==> config.mk <==
export PLATFORM = sky130hd
export DESIGN_NAME = counter
export DESIGN_NICKNAME = d
export VERILOG_FILES = /design/src/rtl/counter.sv
export SDC_FILE = /design/constraint.sdc
export NUM_CORES = 1
export LEC_CHECK = 0
export CAP_MARGIN = 5
export CORE_ASPECT_RATIO = 1.2
export CORE_MARGIN = 4
export CORE_UTILIZATION = 49
export CTS_CLUSTER_DIAMETER = 100
export DETAILED_ROUTE_END_ITERATION = 10
export GPL_TIMING_DRIVEN = 1
export MAX_ROUTING_LAYER = met4
export PLACE_DENSITY = 0.81
export SLEW_MARGIN = 20
export SYNTH_ARGS = -nofsm -noshare
export SYNTH_HDL_FRONTEND = slang
export SYNTH_SLANG_ARGS = --single-unit
export TNS_END_PERCENT = 5
==> constraint.sdc <==
create_clock -name clk -period 2.8 [get_ports clk]
set_input_delay 0.84 -clock clk [delete_from_list [all_inputs] [get_ports clk]]
set_output_delay 0.84 -clock clk [all_outputs]
set_load 0.02 [all_outputs]
==> src/rtl/counter.sv <==
// Parameterised up-counter with optional prescaler and modulus wrap.
// Define COUNTER_WRAP_OUT_EN to add the registered one-cycle wrap_out pulse.
module counter #(
  parameter int unsigned      WIDTH       = 32,
  parameter logic [WIDTH-1:0] RESET_VALUE = '0,
  parameter logic [WIDTH-1:0] STEP        = WIDTH'(1),
  parameter logic [WIDTH:0]   MODULUS     = '0,
  parameter int unsigned      PRESCALE    = 1
) (
  input  logic             clk,
  input  logic             rst,
  output logic [WIDTH-1:0] counter_out
`ifdef COUNTER_WRAP_OUT_EN
  ,
  output logic             wrap_out
`endif
);

  localparam int unsigned PS_W = (PRESCALE > 1) ? $clog2(PRESCALE) : 1;

  // Reject illegal configurations at elaboration
  if (WIDTH < 2 || WIDTH > 64) begin : g_bad_width
    $error("counter: WIDTH must be in 2..64");
  end
  if (PRESCALE < 1 || PRESCALE > 65535) begin : g_bad_prescale
    $error("counter: PRESCALE must be in 1..65535");
  end
  if (STEP == '0) begin : g_bad_step
    $error("counter: STEP must be nonzero");
  end
  if (MODULUS != '0) begin : g_mod_check
    if ({1'b0, STEP} >= MODULUS) begin : g_bad_mod_step
      $error("counter: STEP must be below MODULUS");
    end
    if (MODULUS > {1'b1, {WIDTH{1'b0}}}) begin : g_bad_mod_range
      $error("counter: MODULUS must not exceed 2^WIDTH");
    end
    if ({1'b0, RESET_VALUE} >= MODULUS) begin : g_bad_mod_reset
      $error("counter: RESET_VALUE must be below MODULUS");
    end
  end

  logic             tick_c;
  logic [WIDTH-1:0] next_c;

  if (PRESCALE == 1) begin : g_no_ps
    assign tick_c = 1'b1;
  end else begin : g_ps
    logic [PS_W-1:0] ps_q;

    assign tick_c = (ps_q == PS_W'(PRESCALE - 1));

    always_ff @(posedge clk) begin
      if (rst || tick_c) begin
        ps_q <= '0;
      end else begin
        ps_q <= ps_q + PS_W'(1);
      end
    end
  end

  if (MODULUS == '0) begin : g_nat
    assign next_c = counter_out + STEP;
  end else begin : g_mod
    logic [WIDTH:0] sum_c;

    assign sum_c = {1'b0, counter_out} + {1'b0, STEP};

    always_comb begin
      next_c = sum_c[WIDTH-1:0];
      if (sum_c >= MODULUS) begin
        next_c = WIDTH'(sum_c - MODULUS);
      end
    end
  end

  always_ff @(posedge clk) begin
    if (rst) begin
      counter_out <= RESET_VALUE;
    end else if (tick_c) begin
      counter_out <= next_c;
    end
  end

`ifdef COUNTER_WRAP_OUT_EN
  // STEP is below the wrap range, so a carry or modulus subtraction is
  // exactly the case where the next value drops below the current one.
  logic wrap_c;

  assign wrap_c = (next_c < counter_out);

  always_ff @(posedge clk) begin
    if (rst) begin
      wrap_out <= 1'b0;
    end else begin
      wrap_out <= tick_c && wrap_c;
    end
  end
`endif

endmodule

# Word level (Yosys, flattened, before mapping)
# Cells that the tools add are included.
dict set report classes {
  n_addsub 1
}
# op n
set op_table {}
lappend op_table {{adder 32 x 1 -> 32 bit (second input constant)} 1}
dict set report word_totals {
  reg_bits 32
  input_bits 2
  elab_cells 2
}

# Depth between registers and ports, before layout
# Gate-level depths: netlist of run 1.
dict set report depth {
  ltp_word 1
  ltp_mapped 6
}

# Worst setup path before layout of run 1
# OpenSTA, ideal clock, no wires.
dict set report synth_path {
  kind {register -> register}
  startpoint {reg counter_out[0]}
  endpoint {reg counter_out[22]}
  setup_ps 70
  arrival_time_ps 2067
  setup_slack_ps 662
  path_stages_with_launch 7
  n_path_buf 1
  path_cell_list {dfxtp_1 -> ha_1 -> and4_4 -> or4b_1 -> buf_2 -> or4_1 -> a21oi_1}
}
dict set report synth_between {
  elab_chain_len 1
}
# item line
set synth_lines {}
lappend synth_lines {{start: declaration} 12} ;# output logic [WIDTH-1:0] counter_out
lappend synth_lines {{start signal: assignment} 81} ;# counter_out <= next_c;
lappend synth_lines {{adder 32 x 1 -> 32 bit} 63} ;# assign next_c = counter_out + STEP;
# Every way passes these cells.
# A chain may end at the register's enable or synchronous reset.

# Worst setup path after layout of run 1
dict set report layout_path {
  startpoint {reg counter_out[2]}
  endpoint {reg counter_out[31]}
}
# Same word-level chain as after synthesis.

==> results of run 1 <==
cell families (layout without fill, tap and decap cells):
logic type / after synthesis / in the layout / share of synthesized area (%)
flip-flops: 32 / 32 / 43.43
AND/OR/NAND/NOR: 74 / 74 / 29.09
XOR/XNOR: 9 / 9 / 5.343
adder cells (fa/ha/maj): 1 / 1 / 0.8480
multiplexers: 4 / 4 / 3.053
AO/OA/AOI/OAI: 34 / 34 / 13.40
buffers and inverters: 14 / 47 / 4.834
cell usage after synthesis (all sizes together), types with 4 or more instances:
cell type,count
dfxtp,32
a21oi,17
nor2,14
or4,13
nand2,11
o31ai,11
nand3,9
o21ai,6
or3,6
buf,5
inv,5
nand4,5
nor2b,5
xnor2,5
clkbuf,4
mux2,4
xor2,4
critical path: stages, from the launching register on:
cell and delay [ns]:
sky130_fd_sc_hd__dfxtp_1 0.46, sky130_fd_sc_hd__nand3_2 0.14, sky130_fd_sc_hd__or4_1 0.79, sky130_fd_sc_hd__nor4_1 0.45
sky130_fd_sc_hd__mux2_2 0.37
final cells by class:
type	count	share of cell area [%]
sequential	32	34.50
inverter	5	1.011
multi-input combinational	122	41.11
timing repair buffer	35	18.60
tap	34	2.291
clock buffer	6	2.224
clock inverter	1	0.2695
through the flow:
step	power [mW]	hold slack (ns)	utilization, %	setup WS, ns
floorplan	0.4909	0.5296	-	0.6622
global placement	0.5039	0.4545	63.80	0.6826
detailed placement	0.5052	0.4789	63.80	0.5836
CTS	0.7432	0.5031	65.43	0.4871
global route	0.7619	0.5240	65.43	0.3445
finish	0.7379	0.4940	65.43	0.4936
worst max-delay path by stage:
stage | start | endpoint | cells past startpoint
global route | counter_out[0] | counter_out[31] | 4
CTS | counter_out[2] | counter_out[31] | 4
global placement | counter_out[2] | counter_out[21] | 4
detailed placement | counter_out[2] | counter_out[31] | 4
finish | counter_out[2] | counter_out[31] | 4
floorplan | counter_out[0] | counter_out[22] | 6
where the power goes:
group	internal, mW	total [mW]	switching, mW
logic	0.0131	0.0314	0.0184
registers	0.458	0.463	0.00481
clock network	0.0922	0.243	0.151
total	0.564	0.738	0.174
layer usage:
layer  vias up  track usage (%)  part of all wire, %
li1        682                -                    -
met1       648            20.37                   42
met5         -                -                    0
met2        30            32.77                   50
met3        11            6.415                  5.4
met4         0            9.855                  2.3
==> flow_summary.ini, run 1 <==
[routing]
remaining_drc_errors = 0
post_drt_via_cell_ratio = 5.834
route.vias.total = 1371
antenna_violating_nets_post_route = 0
drt-wirelength-per-cell_um = 14.54
drt_iter0_drc = 40
routed_wl_um = 3416
drt_first_pass_iters = 4

[synth]
synth_top_area_share_pct = 43.43
post_synth_instance_area_um2 = 1475
synth.largest_area_cell = sky130_fd_sc_hd__dfxtp_1
synth.lib_cells_used.distinct = 29
synthFlopType = sky130_fd_sc_hd__dfxtp_1
synthArstFlopShare_pct = 0
netlist_instances = 168
synth.yosys.warnings = 0
synthesis.area_per_instance_um2 = 8.781
syn-num-nets = 171
synth-edff-count = 0
post_synth_main_area_contributors = sky130_fd_sc_hd__dfxtp_1 43%, sky130_fd_sc_hd__or4_1 6.1%, sky130_fd_sc_hd__a21oi_1 5.8%, sky130_fd_sc_hd__o31ai_1 5.6%, sky130_fd_sc_hd__nor2_1 3.6%
synth_seq_area_share_pct = 43.43
synth-seq-cells = 32

[final_layout]
mostFrequentLayoutCell = sky130_fd_sc_hd__clkdlybuf4s50_1
final_cell_mix = 33 x sky130_fd_sc_hd__clkdlybuf4s50_1, 32 x sky130_fd_sc_hd__dfxtp_1, 17 x sky130_fd_sc_hd__a21oi_1
final_area_um2 = 1857
num_antenna_cells = 0
top_regs = counter_out x32
multi_input_logic_area_um2 = 763.2
finalNonFillerCells = 235
largest_reg_flops = 32
areaGrowthSynthToFinish_pct = 25.87
regMostFlops = counter_out
layout-drive-gt1-share_pct = 6.965
ff_latch_area_um2 = 640.6
nFillCells = 262
design.final.nets = 204

[placement]
place.detailed.hpwl_um = 2409
placedCellCount = 228
io_buffers = 33
place_congestion = 0.8435
placed_cell_area_um2 = 1810

[die]
chipHeight_um = 68.11
die_area_um2 = 3956
fp.coreArea_um2 = 2838
top_level_ports = 34
initial_core_util_pct = 51.98
die-width_um = 58.09
core.rowCount = 21

[sta]
setup_viol_count_final = 0
period_minus_slack_ns = 2.306
rsz0062_at_grt = false
fmax_mhz = 433.6
tightest_slew_ns = 0.5629
hold_viol_final = 0
max_slew_margin_pct = 62.47
slew_viol_final = 0
fin_crit_sh_pct = 82.37
tns_ns = 0
worst_clock_skew_ns = 0.007163

[clock_tree]
clock_path_buffers = 2
cts.repair.resized = 0
worstSkewPairLatency_ns = 0.34
post_cts_hold_buffer_count = 0
clock_tree.root_cell = sky130_fd_sc_hd__clkbuf_4
cts_tree = built
clock_transition_at_path_regs_ns = 0.09
clkSinkCount = 32
cts_setup_buffers = 0
count_of_h_tree_levels_built_during_cts = 2
cts_made_buffers = 5

[critical_path]
critPathArrivalTime_ns = 2.54
cp_data_required_time_ns = 3.03
timing.reg2reg.worst_path_depth = 4
worst-setup-path-type = reg2reg
cp_max_fo = 19
setup.worst_path.start_class = flop
cp-end-kind = flop
worstReg2RegEnd = counter_out[31]
timing.reg2reg.setup_slack_ns = 0.49
r2r-start = counter_out[2]

[min_path]
holdCritStartpoint = counter_out[0]
hold_path_depth = 1
worstHoldEndpoint = counter_out[0]
holdCritPathClass = reg2reg

[global_routing]
grt_max_degree = 20
first_global_vias = 1321
grt_first_pass_wirelength_um = 5747
global_route.usage.total_pct = 19.45
antenna_found_initial = 0
grt_remaining_overflow = 0

[run_status]
run_status = completed

[power_and_ir_drop]
total_power_per_unit_cell_area_nw_per_um2 = 397.4
vdd_ir_drop_max_v = 0.0003147
power.leakage_nw = 0.5602

[job]
maxCapViolCount = 0
(Power assumes the default switching activity.)
==> inputs of run 2 (changes only) <==
- clock period: 2.8 -> 2.32 ns (I/O delays scaled with it)
==> run 2 against run 1 <==
  * Count of clock-buffer cells in the layout rose by 1
  * Worst setup slack lost 0.36 ns
  * Combinational power is 29% higher
  * Critical endpoint is now counter_out[20]
  * Highest routed layer unchanged
==> flow_summary.ini, run 2 (same netlist as run 1, synthesis figures left out) <==
[sta]
fmax_mhz = 457.6
setup_viol_count_final = 0
fin_crit_sh_pct = 94.19
hold_viol_final = 0
rsz0062_at_grt = false
final_setup_margin_ns = 0.1348
period_minus_slack_ns = 2.185
slew_viol_final = 0
holdWs_ns = 0.4967
worst_clock_skew_ns = 0.008485
tightest_slew_ns = 0.4466
max_slew_margin_pct = 70.13
tns_ns = 0

[critical_path]
setup.worst_path.start_class = flop
r2r-start = counter_out[0]
crit_family = simple AND/OR/NAND/NOR gates
library_cell_contributing_the_largest_single_delay_on_the_critical_path = sky130_fd_sc_hd__or4b_1
worstReg2RegEnd = counter_out[20]
crit_path_cell_trace = ha_1, and4_4, or4b_1, or4_1, a21oi_1
worst-setup-path-type = reg2reg
worst-path-buf-inv = 0
critPathArrivalTime_ns = 2.46
timing.reg2reg.worst_path_depth = 5
critical_path.max_stage_delay_ns = 0.61
cp_data_required_time_ns = 2.60
cp-end-kind = flop
cp_max_fo = 11
timing.reg2reg.setup_slack_ns = 0.13

[global_routing]
grt_remaining_overflow = 0
global_route.usage.total_pct = 19.96
grt_max_degree = 20
first_global_vias = 1415
antenna_found_initial = 0
grt_first_pass_wirelength_um = 5906

[clock_tree]
count_of_h_tree_levels_built_during_cts = 2
post_cts_hold_buffer_count = 0
worstSkewPairLatency_ns = 0.34
cts_tree = built
clkSinkCount = 32
cts_made_buffers = 5
cts_setup_buffers = 0
clock_path_buffers = 2
clock_transition_at_path_regs_ns = 0.10
clock_tree.root_cell = sky130_fd_sc_hd__clkbuf_4

[placement]
post-place-ws_ns = 0.1668
place_congestion = 0.7930
io_buffers = 33
place.detailed.hpwl_um = 2400

[power_and_ir_drop]
total_power_per_unit_cell_area_nw_per_um2 = 500.5
power.leakage_nw = 0.5833
vdd_ir_drop_max_v = 0.0005060
design_power_total_mw = 0.9531

[routing]
drt-wirelength-per-cell_um = 14.55
drt_first_pass_iters = 4
routed_wl_um = 3462
drt_iter0_drc = 59
antenna_violating_nets_post_route = 0
route.vias.total = 1382
remaining_drc_errors = 0
post_drt_via_cell_ratio = 5.807

[final_layout]
num_antenna_cells = 0
areaGrowthSynthToFinish_pct = 29.09
mostFrequentLayoutCell = sky130_fd_sc_hd__clkdlybuf4s50_1
layout-drive-gt1-share_pct = 9.314
regMostFlops = counter_out
final_cell_mix = 33 x sky130_fd_sc_hd__clkdlybuf4s50_1, 32 x sky130_fd_sc_hd__dfxtp_1, 17 x sky130_fd_sc_hd__a21oi_1
top_regs = counter_out x32
design.final.nets = 207
largest_reg_flops = 32

[run_status]
run_status = completed

[die]
initial_core_util_pct = 51.98
die-width_um = 58.09
core.rowCount = 21
fp.coreArea_um2 = 2838
top_level_ports = 34
die_area_um2 = 3956
chipHeight_um = 68.11

[min_path]
hold_path_depth = 1
worstHoldEndpoint = counter_out[0]
holdCritStartpoint = counter_out[0]
holdCritPathClass = reg2reg

[job]
maxCapViolCount = 0
==> run 2: cell types whose count changed in the layout (fill, tap and decap cells not counted) <==
cell,delta
sky130_fd_sc_hd__buf_4,+3
sky130_fd_sc_hd__clkbuf_1,-1
sky130_fd_sc_hd__clkbuf_8,+2
sky130_fd_sc_hd__clkinv_2,-1
sky130_fd_sc_hd__nor4_1,-1
sky130_fd_sc_hd__nor4_2,+1
==> run 2: layout make-up <==
cell class	instances	area, um^2
inverter	5	18.77
multi-input combinational	122	769.5
clock buffer	7	65.06
sequential	32	640.6
fill	246	933.4
tap	34	42.54
timing repair buffer	38	367.9
==> run 2: layer usage <==
layer,track usage [%],share of wire (%),vias up,wire [um]
met1,20.42,40,645,1392
li1,-,-,690,-
met5,-,0,-,0
met4,10.14,1.6,0,55
met3,5.472,6.0,7,209
met2,35.03,52,40,1804
==> run 2: worst max-delay path by stage <==
stage	startpoint	to	depth (start not counted)
3_3_place_gp	counter_out[0]	counter_out[20]	5
6_report	counter_out[0]	counter_out[20]	5
4_1_cts	counter_out[0]	counter_out[30]	5
2_1_floorplan	counter_out[0]	counter_out[22]	6
5_1_grt	counter_out[0]	counter_out[20]	5
3_5_place_dp	counter_out[0]	counter_out[30]	5
==> run 2: repair_timing <==
action                                  4_1_cts  5_1_grt
resized for setup                             0        1
hold endpoints to repair                      0        0
endpoints found under the setup margin        0        1
==> run 2: metrics by stage <==
| stage | instance area [um^2] | utilization (%) | cells |
|---|---|---|---|
| 2_1_floorplan | 1475 | - | 168 |
| 3_5_place_dp | 1833 | 64.59 | 231 |
| 6_report | 1904 | 67.11 | 238 |
| 4_1_cts | 1898 | 66.89 | 238 |
| 5_1_grt | 1904 | 67.11 | 238 |
| 3_3_place_gp | 1833 | 64.59 | 231 |
==> run 2: power breakdown <==
group,leakage (nW),internal [mW],total (mW),switching [mW]
Clock,0.0374,0.172,0.355,0.183
Combinational,0.288,0.0170,0.0406,0.0237
Sequential,0.258,0.553,0.558,0.00435
Total,0.583,0.742,0.953,0.211
